--- src/rtl/output_port_arbiter.sv ---
// Wormhole output-port arbiter: round-robin choice among input requesters,
// grant locked until the tail flit crosses, plus optional stall watchdog.
module output_port_arbiter #(
  parameter int N_PORTS = 5,
  parameter int SEL_W   = 3,
  parameter int TIMEOUT = 0
) (
  input  logic               clk_i,
  input  logic               rst_i,
  input  logic [N_PORTS-1:0] req_i,
  input  logic               xfer_i,
  input  logic               tail_i,
  output logic [N_PORTS-1:0] grant_o,
  output logic [SEL_W-1:0]   sel_o,
  output logic               arb_o,
  output logic [N_PORTS-1:0] filter_o,
  output logic               err_o
);

  localparam int CNT_W = (TIMEOUT > 0) ? $clog2(TIMEOUT + 1) : 1;
  localparam logic [CNT_W-1:0] TO_VAL = CNT_W'(TIMEOUT);
  localparam logic [SEL_W-1:0] LAST_IDX = SEL_W'(N_PORTS - 1);

  generate
    if (N_PORTS < 2 || (1 << SEL_W) < N_PORTS) begin : g_param_check
      $error("output_port_arbiter: SEL_W too narrow for N_PORTS");
    end
  endgenerate

  typedef enum logic {IDLE, LOCKED} state_t;

  state_t             state, state_next;
  logic [SEL_W-1:0]   ptr;
  logic [SEL_W-1:0]   win;
  logic               found;
  logic               release_lock;
  logic [SEL_W-1:0]   ptr_next;
  logic [N_PORTS-1:0] grant_q;
  logic [SEL_W-1:0]   sel_q;
  logic               arb_q;
  logic               err_q;
  logic [CNT_W-1:0]   wd_cnt;
  logic [CNT_W-1:0]   wd_inc;

  assign release_lock = (state == LOCKED) && xfer_i && tail_i;
  assign ptr_next     = (sel_q == LAST_IDX) ? '0 : sel_q + 1'b1;
  assign wd_inc       = wd_cnt + 1'b1;

  // Round-robin scan starting at ptr, wrapping past the last input.
  always_comb begin
    found      = 1'b0;
    win        = '0;
    state_next = state;
    for (int i = 0; i < N_PORTS; i++) begin
      if (!found && req_i[(int'(ptr) + i) % N_PORTS]) begin
        found = 1'b1;
        win   = SEL_W'((int'(ptr) + i) % N_PORTS);
      end
    end
    case (state)
      IDLE:    if (found) state_next = LOCKED;
      LOCKED:  if (release_lock) state_next = IDLE;
      default: state_next = IDLE;
    endcase
  end

  always_ff @(posedge clk_i or posedge rst_i) begin
    if (rst_i) begin
      state   <= IDLE;
      ptr     <= '0;
      grant_q <= '0;
      sel_q   <= '0;
      arb_q   <= 1'b0;
      err_q   <= 1'b0;
      wd_cnt  <= '0;
    end else begin
      state <= state_next;
      case (state)
        IDLE: begin
          if (found) begin
            grant_q <= N_PORTS'(1) << win;
            sel_q   <= win;
            arb_q   <= 1'b1;
            wd_cnt  <= '0;
          end
        end
        LOCKED: begin
          if (release_lock) begin
            grant_q <= '0;
            arb_q   <= 1'b0;
            ptr     <= ptr_next;
          end
          // With TIMEOUT=0 the count sits at TO_VAL and never advances.
          if (xfer_i) begin
            wd_cnt <= '0;
          end else if (wd_cnt != TO_VAL) begin
            wd_cnt <= wd_inc;
            if (wd_inc == TO_VAL) err_q <= 1'b1;
          end
        end
        default: ;
      endcase
    end
  end

  assign grant_o  = grant_q;
  assign sel_o    = sel_q;
  assign arb_o    = arb_q;
  assign err_o    = err_q;
  assign filter_o = req_i & ~grant_q;

endmodule

--- config.mk ---
export PLATFORM = sky130hd
export DESIGN_NAME = output_port_arbiter
export DESIGN_NICKNAME = d
export VERILOG_FILES = /design/src/rtl/output_port_arbiter.sv
export SDC_FILE = /design/constraint.sdc
export NUM_CORES = 1
export LEC_CHECK = 0
export ABC_AREA = 1
export BUFFER_PORTS_ARGS = -buffer_cell sky130_fd_sc_hd__clkbuf_2
export CAP_MARGIN = 20
export CORE_AREA = 2 2 76 78
export DETAILED_ROUTE_END_ITERATION = 16
export DIE_AREA = 0 0 78 80
export PLACE_DENSITY_LB_ADDON = 0.25
export SLEW_MARGIN = 25
export SYNTH_ARGS = -nofsm -noshare
export SYNTH_HDL_FRONTEND = slang
export SYNTH_SLANG_ARGS = --single-unit
--- constraint.sdc ---
create_clock -name clk_i -period 4.14 [get_ports clk_i]
set_input_delay 0.828 -clock clk_i [delete_from_list [all_inputs] [get_ports clk_i]]
set_output_delay 0.828 -clock clk_i [all_outputs]
set_load 0.05 [all_outputs]
---- Word-level counts from Yosys, hierarchy flattened ----
Cells that the tools add are included.
W data, S select, Z words.
cells by class
  $mul .................................... 0
  reductions and logical operators ........ 14
  add/sub/neg operators ................... 6
  mux-type cells .......................... 39
  magnitude comparators ................... 5
  shifts and indexed selects .............. 1
  divide/modulo/power cells ............... 5
  bitwise gates (word level) .............. 5
  eq/ne operators ......................... 3
operators by type and width
  kind                     number
  $lt A32 B5 Y1 const B    5
  $mod A32 B4 Y32 const B  4
  $mod A4 B4 Y32 const B   1
  $mux W1                  22
  $mux W3                  6
  $bmux W1 S3              5
  $mux W5                  2
  $pmux W5 S2              1
  $add A3 B2 Y4 const B    2
  $logic_and A1 B1 Y1      6
  $pmux W1 S2              3
  $reduce_and A2 Y1        3
  $and A5 B5 Y5            1
  $not A5 Y5               1
  $shl A1 B3 Y5 const A    1
  $add A3 B1 Y4 const B    1
  $add A3 B3 Y4 const B    1
  $logic_not A1 Y1         4
  $reduce_and A4 Y1        1
  $add A3 B1 Y3 const B    1
  $eq A3 B3 Y1 const B     1
  $not A1 Y1               3
  $ne A2 B1 Y1 const B     1
  $ne A2 B2 Y1 const B     1
  $add A1 B1 Y1 const B    1
storage, ports and cells
  word-level logic and storage cells ...... 85
  bits in latches ......................... 0
  memory bits (read-only) ................. 0
  input bits .............................. 9
  bits in writable memories ............... 0
  memories kept ........................... 0
  output and inout bits ................... 15
  register bits ........................... 15

---- Logic depth before layout (Yosys ltp) ----
Gate-level depths: netlist of run 1.
  depth after elaboration ................. 20
  mapped depth ............................ 28
  mapped depth without buffers ............ 27

---- Least setup slack after synthesis of run 1 ----
OpenSTA, ideal clock, no wires.
  path kind ............................... register to register
  from .................................... register ptr[0]
  to ...................................... register grant_q[0], in the netlist grant_o[0]
  buffers on the path ..................... 1
  required time ........................... 4.074 ns
  arrival time ............................ 3.931 ns
  setup time .............................. 0.066 ns
  cell stages (with the launch flop) ...... 29
  slack ................................... 0.143 ns
  period minus slack after synthesis ...... 3.997 ns
  path through ............................ dfrtp_1 -> buf_4 -> clkinv_1 -> ha_1 -> inv_1 -> nand2_1 -> and2_4 -> ha_1 -> nor2_1 -> nand3_1 -> nand2_1 -> xor2_1 -> ha_1 -> inv_1 -> or2_2 -> nand3_2 -> nand2_2 -> nand2_1 -> nand3_1 -> nand3_1 -> nand2_1 -> nand2_1 -> nand2_1 -> nor2_4 -> inv_2 -> o21ai_4 -> and2_4 -> nand2_1 -> nand2_1
between the ends
  longest elaborated chain between the ends .. 20
  elaborated cells on any way between the ends .. 47
  classes of those cells .................. add/sub: 4; div: 5; eq/ne: 1; shift: 1; mux: 27; reduce/logical: 9
RTL lines
  item                                                      line  source
  start, declared                                           33    logic [SEL_W-1:0] ptr;
  start signal, assigned                                    91    ptr <= ptr_next;
  branches (longest 20 deep; another with $mod A32 B4 Y32)  --
  end signal, assigned                                      81    grant_q <= N_PORTS'(1) << win;
  end, declared                                             38    logic [N_PORTS-1:0] grant_q;
Several ways; the timed one is not identified. The select of a mux whose other input is x is not followed.
A chain may end at the register's enable or synchronous reset.

---- Final worst setup path of run 1 ----
  from .................................... register ptr[1]
  to ...................................... register grant_q[2], in the netlist grant_o[2]
Same word-level chain as after synthesis.

==> results.ini, run 1 <==
[global_routing]
antenna_found_initial = 0
grt_util_all_layers_pct = 17.1
grt_first_pass_wirelength_microns = 8690
grt_max_degree = 18
globalRoute.totalOverflow = 0
grt_pass1_vias = 1953

[drt]
ant_nets = 0
dr.pass1.iters = 4
drc = 0
drt-total-wl_microns = 5020
viasPerCell = 4.89
routed-via-count = 2043
routedWlPerCell_microns = 12.0
drtIter0Drc = 148

[flow_run]
max-cap-violations = 0

[yosys]
synthCells = 314
ys_ff_latch = 13
synth_most_common_cell = nand2_1
synth_top_area_share_pct = 17.2
synth.cells.most_frequent = nand2_1, nand3_1, inv_1, ha_1, nor2_1
ys_warn_count = 0
synth-main-ff-cell = dfrtp_1
syn_area_sq_um = 2000
synthTopCellsByArea = nand2_1, dfrtp_1, ha_1, nand3_1, inv_1
synth_edf_count = 0
synthesis.nets = 348
synth_seq_area_share_pct = 16.2
async_reset_ff_share_pct = 100
synth.distinct_cells = 34
avgSynthCellArea_sq_um = 6.38
yosysTopAreaCell = nand2_1

[worst_setup_path]
arrival_ns = 3.91
critical_path_class = register to register
crit_required_ns = 4.32
rr_startpoint = ptr[1]
r2r_cells = 24
startpoint = ptr[1]
cp-start-kind = register
cp-end-kind = register
cp_max_fo = 8

[cts]
cts_buffers = 3
clk-insertion-delay-late_ns = 0.25
path_clk_slew_ns = 0.06
ctsHoldBuffers = 0
cts_tree = yes
cts_root_buf = clkbuf_8
clock_sinks = 13
htree_levels = 1
cts.path.max_buffers = 2

[sta]
setup_viol = 0
slew_viol_final = 0
fmax_mhz = 269
final.min_clock_period_ns = 3.72
fin_skew_ns = 0.00424
tightest_slew_ns = 0.514
fin_setup_tns_ns = 0
fin_crit_sh_pct = 89.9
finalHoldWorstSlack_ns = 0.484
slew_headroom_pct = 65.7
hold_violations = 0
rsz0062_at_grt = false

[hold_path]
hold_class = register to register
min_path_cells = 2
min-delay-start = arb_o

[finish]
drive_gt1_share_pct = 19.4
area_growth_pct = 14.9
fin_nets = 381
antenna_cells = 0

[placed_design]
io_buffers = 22
dp.final_hpwl_microns = 4130
gp_congestion = 0.849

[die]
num_rows = 27
dieArea_sq_um = 6240
die_height_microns = 80
dieWidth_microns = 78
start_util_pct = 37.1
core_area_sq_um = 5410
ios = 24

[run_status]
outcome = completed

## final timing paths
kind | end | slack (ns)
setup / recovery | grant_o[2] | 0.42
hold reg to reg | arb_o | 0.48
setup reg to reg | grant_o[2] | 0.42
hold / removal | arb_o | 0.48
max in group asynchronous | ptr[1] | 3.18
min in group asynchronous | state | 0.59
## through the flow
stage	utilization (%)	std cells	worst slack, ns	area, sq um
after floorplan	-	314	0.143	2000
after global placement	41.3	412	0.448	2230
after detailed placement	41.3	412	0.318	2230
after CTS	42.2	416	0.289	2280
after global routing	42.6	418	0.0574	2300
final	42.6	418	0.417	2300
## layer usage
| metal | share of wire [%] | track usage [%] | vias up |
|---|---|---|---|
| met1 | 48 | 23.0 | 902 |
| li1 | - | - | 1086 |
| met3 | 5.0 | 1.02 | 4 |
| met2 | 46 | 30.0 | 51 |
| met4 | 0.68 | 3.86 | 0 |
| met5 | 0 | 0 | - |
## flip-flops by register name (all words and copies together) (netlist names)
register	cells
sel_o	3
grant_o	5
ptr	3
arb_o	1
state	1
## worst max-delay path, stage by stage, from the launching register on
cell and delay (ns):
dfrtp_2 0.46, inv_2 0.13, ha_1 0.29, inv_2 0.18, ha_1 0.19, nor2_1 0.04
nand3_1 0.09, nand2_1 0.11, xor2_2 0.17, buf_4 0.14, ha_1 0.16, or2_2 0.30
nand3_2 0.11, nand2_2 0.09, o21ai_0 0.19, nand3_1 0.10, nand2_1 0.07, nand2_1 0.05
nand2_1 0.14, nor2_4 0.05, nand3_1 0.06, nand3_1 0.12, nor2_1 0.21, nand3_1 0.11
nand2_1 0.08
## timing repair
action | in CTS | in global routing
gates resized for setup | 0 | 4
setup buffers | 0 | 2
setup endpoints to repair | 0 | 9
## cell type report
class,instances,area (sq um)
tap,72,90.1
inverter,48,180
fill,597,3100
timing repair buffer,30,170
sequential,13,327
multi-input combinational,251,1490
clock buffer,4,45.0
## cell usage in the layout (no fill, tap or decap), drive strengths merged
| cell type | instances |
|---|---|
| clkbuf | 26 |
| o21ai | 19 |
| ha | 24 |
| conb | 1 |
| xnor2 | 1 |
| nand3b | 3 |
| nand4 | 12 |
| o21bai | 1 |
| or2 | 1 |
| o22ai | 2 |
| a31o | 1 |
| o211ai | 2 |
| a21oi | 3 |
| nand2 | 100 |
| fa | 1 |
| inv | 48 |
| dfrtp | 13 |
| buf | 8 |
| and2 | 2 |
| nand3 | 49 |
| nor2 | 21 |
| xor2 | 6 |
| a21o | 2 |
## cells by family after synthesis
family | Yosys count | share of synthesized area, %
DFF | 13 | 16.2
buffers and inverters | 50 | 9.74
xor gates and xnor gates | 7 | 3.43
and+or+nand+nor | 188 | 44.7
AOI/OAI and AO/OA | 30 | 9.74
adders and majority gates | 25 | 16.0
other | 1 | 0.187
Power of run 1 is not shown: default switching activity piles up to over one toggle a cycle in this logic, so the estimate is an artifact.
==> run 2: changes to the inputs <==
CORE_AREA = 2 2 73 88   (was 2 2 76 78)
DIE_AREA = 0 0 75 90   (was 0 0 78 80)
==> results.ini, run 2 (same netlist as run 1, synthesis figures left out) <==
[global_routing]
grt_first_pass_wirelength_microns = 8960  ; +3.1%
grt_util_all_layers_pct = 16.3  ; -0.73 points
antenna_found_initial = 0  ; unchanged
grt_max_degree = 18  ; unchanged
grt_pass1_vias = 2047  ; +4.8%
globalRoute.totalOverflow = 0  ; unchanged

[placed_design]
gp_congestion = 0.823  ; -3.0%
dp.final_hpwl_microns = 4140  ; about the same
placed_area_sq_um = 2230  ; -0.11%
place_ws_ns = 0.194  ; -0.124 ns
io_buffers = 22  ; unchanged

[sta]
fin_skew_ns = 0.00427  ; +0.0000240 ns
setup_slack_ns = 0.367  ; -0.0501 ns
fmax_mhz = 265  ; -1.3%
hold_violations = 0  ; unchanged
final.min_clock_period_ns = 3.77  ; +0.0501 ns
slew_headroom_pct = 64.2  ; -1.5 points
finalHoldWorstSlack_ns = 0.494  ; +0.00940 ns
fin_crit_sh_pct = 91.1  ; +1.2 points
tightest_slew_ns = 0.537  ; +0.0231 ns
slew_viol_final = 0  ; unchanged
setup_viol = 0  ; unchanged

[worst_setup_path]
slowest_stage = fa_1
critical_path_class = register to register
cp-end-kind = register
critical_path.most_common_cell = nand2_1
crit_required_ns = 4.32  ; about the same
cp_max_fo = 7  ; -1
cp-start-kind = register
arrival_ns = 3.95  ; +0.04 ns
max_stage_delay_ns = 0.44  ; -0.02 ns
crit_chain = clkinvlp_4 -> buf_4 -> ha_1 -> inv_2 -> nand2_1 -> nand2_1 -> xor2_1 -> ha_1 -> fa_1 -> nand3_2 -> o21ai_0 -> nand3_1 -> nand3_1 -> nand2_1 -> nand4_4 -> nor2_4 -> inv_2 -> o21ai_4 -> and2_4 -> nand2_1 -> nand2_1

[finish]
final_common_cell = nand2_1
fin_area_sq_um = 2430  ; +5.5%
area_growth_pct = 21.3
n_fill_cell = 643  ; +7.7%
antenna_cells = 0  ; unchanged
fin_nets = 390  ; +2.4%
drive_gt1_share_pct = 23.4  ; +4.0 points
largest_register_ffs = 5  ; unchanged
layout_common_cells = nand2_1, nand3_1, inv_1

[drt]
drc = 0  ; unchanged
dr.pass1.iters = 5  ; +1
viasPerCell = 4.84  ; -1.0%
routed-via-count = 2114  ; +3.5%
ant_nets = 0  ; unchanged
routedWlPerCell_microns = 11.8  ; -2.0%
drt-total-wl_microns = 5140  ; +2.4%
drtIter0Drc = 93  ; -37%

[flow_run]
max-cap-violations = 0  ; unchanged

[run_status]
outcome = completed

[cts]
clk-insertion-delay-late_ns = 0.24  ; about the same
cts.path.max_buffers = 2  ; unchanged
htree_levels = 1  ; unchanged
ctsHoldBuffers = 0  ; unchanged
cts_tree = yes
cts_buffers = 3  ; unchanged
cts_root_buf = clkbuf_8
clock_sinks = 13  ; unchanged
path_clk_slew_ns = 0.06  ; about the same

[die]
core_area_sq_um = 5930  ; +9.8%
dieWidth_microns = 75  ; -3.8%
num_rows = 31  ; +15%
die_height_microns = 90  ; +13%
start_util_pct = 33.8  ; -3.3 points
dieArea_sq_um = 6750  ; +8.2%
ios = 24  ; unchanged

[hold_path]
hold_class = register to register

run 2: path summary, 6_finish.rpt:
| check | from | endpoint | slack, ns | depth (start not counted) |
|---|---|---|---|---|
| max in group asynchronous | rst_i | ptr[1] | 3.16 | 2 |
| worst min register to register | arb_o | arb_o | 0.49 | 2 |
| worst max-delay path | ptr[1] | grant_o[1] | 0.37 | 21 |
| worst max register to register | ptr[1] | grant_o[1] | 0.37 | 21 |
| worst min-delay path | arb_o | arb_o | 0.49 | 2 |
| min in group asynchronous | rst_i | ptr[0] | 0.59 | 2 |
run 2: what timing repair did:
action                                  CTS  global route
gates resized for setup                   0            13
setup buffers                             0            13
endpoints found under the setup margin    0            10
run 2: cell type report:
| cell class | instances | area, sq um | area share [%] |
|---|---|---|---|
| Tap cell | 82 | 103 | 4.22 |
| Inverter | 48 | 188 | 7.72 |
| Clock buffer | 4 | 45.0 | 1.85 |
| Multi-Input combinational cell | 251 | 1520 | 62.5 |
| Timing Repair Buffer | 39 | 250 | 10.3 |
| Sequential cell | 13 | 327 | 13.4 |
run 2: metrics by stage:
stage / instances / utilization, % / setup TNS, ns
floorplan: 314 / - / 0
global placement: 420 / 37.6 / 0
detailed placement: 420 / 37.6 / 0
CTS: 424 / 38.4 / 0
global route: 437 / 41.0 / -0.0912
finish: 437 / 41.0 / 0
run 2: per-layer routing:
layer / track usage [%] / routed length [microns]
met2: 27.8 / 2490
met1: 21.8 / 2400
met4: 4.46 / 107
met5: 0 / 0
met3: 1.01 / 136
run 2: critical path, delay by kind of cell (launching register included):
kind / cells / cell delay (ns)
compound gates: 2 / 0.38
simple gates: 11 / 1.28
flops: 1 / 0.41
xor+xnor: 1 / 0.20
fa+ha+maj: 3 / 0.98
buf+inv: 4 / 0.46
Power of run 2 is left out for the same reason.
==> run 3: changes to the inputs <==
REMOVE_ABC_BUFFERS = 1   (was not set)
==> results.ini, run 3 (same netlist as run 1, synthesis figures left out) <==
[cts]
path_clk_slew_ns = 0.06  ; about the same
cts_root_buf = clkbuf_8
clk-insertion-delay-late_ns = 0.24  ; about the same
cts_buffers = 3  ; unchanged
clock_sinks = 13  ; unchanged
cts_tree = yes
ctsHoldBuffers = 0  ; unchanged
cts.path.max_buffers = 2  ; unchanged
htree_levels = 1  ; unchanged

[sta]
slew_headroom_pct = 64.7  ; +0.55 points
slew_viol_final = 0  ; unchanged
hold_violations = 0  ; unchanged
final.min_clock_period_ns = 3.76  ; -0.00888 ns
setup_viol = 0  ; unchanged
setup_slack_ns = 0.376  ; +0.00888 ns
fin_crit_sh_pct = 90.9  ; -0.21 points
finalHoldWorstSlack_ns = 0.497  ; +0.00288 ns
fin_skew_ns = 0.00268  ; -0.00159 ns
fmax_mhz = 266  ; +0.24%
tightest_slew_ns = 0.529  ; -0.00824 ns
rsz0062_at_grt = false

[drt]
drtIter0Drc = 117  ; +26%
dr.pass1.iters = 4  ; -1
drc = 0  ; unchanged
routed-via-count = 2046  ; -3.2%
drt-total-wl_microns = 5010  ; -2.4%
viasPerCell = 4.78  ; -1.2%
ant_nets = 0  ; unchanged
routedWlPerCell_microns = 11.7  ; -0.36%

[die]
dieArea_sq_um = 6750  ; unchanged
die_height_microns = 90  ; unchanged
start_util_pct = 33.8  ; unchanged
core_area_sq_um = 5930  ; unchanged
ios = 24  ; unchanged
num_rows = 31  ; unchanged
dieWidth_microns = 75  ; unchanged

[global_routing]
globalRoute.totalOverflow = 0  ; unchanged
grt_util_all_layers_pct = 16.0  ; -0.30 points
grt_first_pass_wirelength_microns = 8740  ; -2.5%
grt_max_degree = 18  ; unchanged
antenna_found_initial = 0  ; unchanged
grt_pass1_vias = 1904  ; -7.0%

[finish]
fin_area_sq_um = 2320  ; -4.5%
fin_nets = 381  ; -2.3%
drive_gt1_share_pct = 19.4  ; -4.0 points
layout_common_cells = nand2_1, nand3_1, inv_1
final_common_cell = nand2_1
antenna_cells = 0  ; unchanged
area_growth_pct = 15.8
largest_register_ffs = 5  ; unchanged

[hold_path]
hold_class = register to register

[worst_setup_path]
cp-end-kind = register
cp-start-kind = register
slowest_stage = dfrtp_2
max_stage_delay_ns = 0.44  ; about the same
arrival_ns = 3.88  ; -0.07 ns
crit_required_ns = 4.25  ; -0.07 ns
cp_max_fo = 6  ; -1
critical_path.most_common_cell = nand2_1
critical_path_class = register to register

[placed_design]
place_ws_ns = 0.226  ; +0.0316 ns
gp_congestion = 0.815  ; -1.0%
io_buffers = 22  ; unchanged
dp.final_hpwl_microns = 4110  ; -0.62%
placed_area_sq_um = 2230  ; unchanged

[flow_run]
max-cap-violations = 0  ; unchanged

[run_status]
outcome = completed

==> run 3: changes by cell type in the layout (fill, tap and decap cells not counted), sizes merged <==
| cell | previous run | this run |
|---|---|---|
| inv | 46 | 47 |
| buf | 17 | 8 |
| clkinv | 0 | 1 |
| clkinvlp | 2 | 0 |
==> run 3: critical path: cells and delay by family (launching register included) <==
family                   cells  cell delay (ns)
AND/OR/NAND/NOR             15             1.69
adder cells (fa/ha/maj)      3             0.59
AO/OA/AOI/OAI                2             0.26
flip-flops                   1             0.44
buffers and inverters        4             0.44
XOR/XNOR                     1             0.23
==> run 3: path summary, 6_finish.rpt <==
| check | startpoint | to | slack [ns] | cells past startpoint |
|---|---|---|---|---|
| max | ptr[1] | state | 0.38 | 25 |
| min | arb_o | arb_o | 0.50 | 2 |
| max reg2reg | ptr[1] | state | 0.38 | 25 |
| min reg2reg | arb_o | arb_o | 0.50 | 2 |
| max in group asynchronous | rst_i | ptr[1] | 3.16 | 2 |
| min in group asynchronous | rst_i | sel_o[1] | 0.59 | 2 |
==> run 3: metal layers <==
metal | vias to the layer above | wire, microns | part of all wire (%) | GRT usage [%]
li1 | 1082 | - | - | -
met1 | 927 | 2280 | 45 | 22.7
met2 | 35 | 2540 | 51 | 27.0
met3 | 2 | 179 | 3.6 | 1.01
met4 | 0 | 15 | 0.30 | 2.23
met5 | - | 0 | 0 | 0
==> run 3: timing repair <==
item                       in CTS  in global routing
setup endpoints to repair       0                 10
setup buffers                   0                  4
gates resized for setup         0                  5
==> run 3: layout make-up <==
cell class | instances | area, sq um
multi-input combinational | 251 | 1500
sequential | 13 | 327
timing repair buffer | 30 | 170
clock buffer | 4 | 45.0
tap | 82 | 103
inverter | 48 | 180
fill | 670 | 3610
==> run 3: through the flow <==
stage | cells | util [%] | setup TNS (ns)
after global routing | 428 | 39.1 | 0
after global placement | 420 | 37.6 | 0
after detailed placement | 420 | 37.6 | 0
after floorplan | 312 | - | -0.172
final | 428 | 39.1 | 0
after CTS | 424 | 38.4 | 0
Power of run 3 is left out for the same reason.
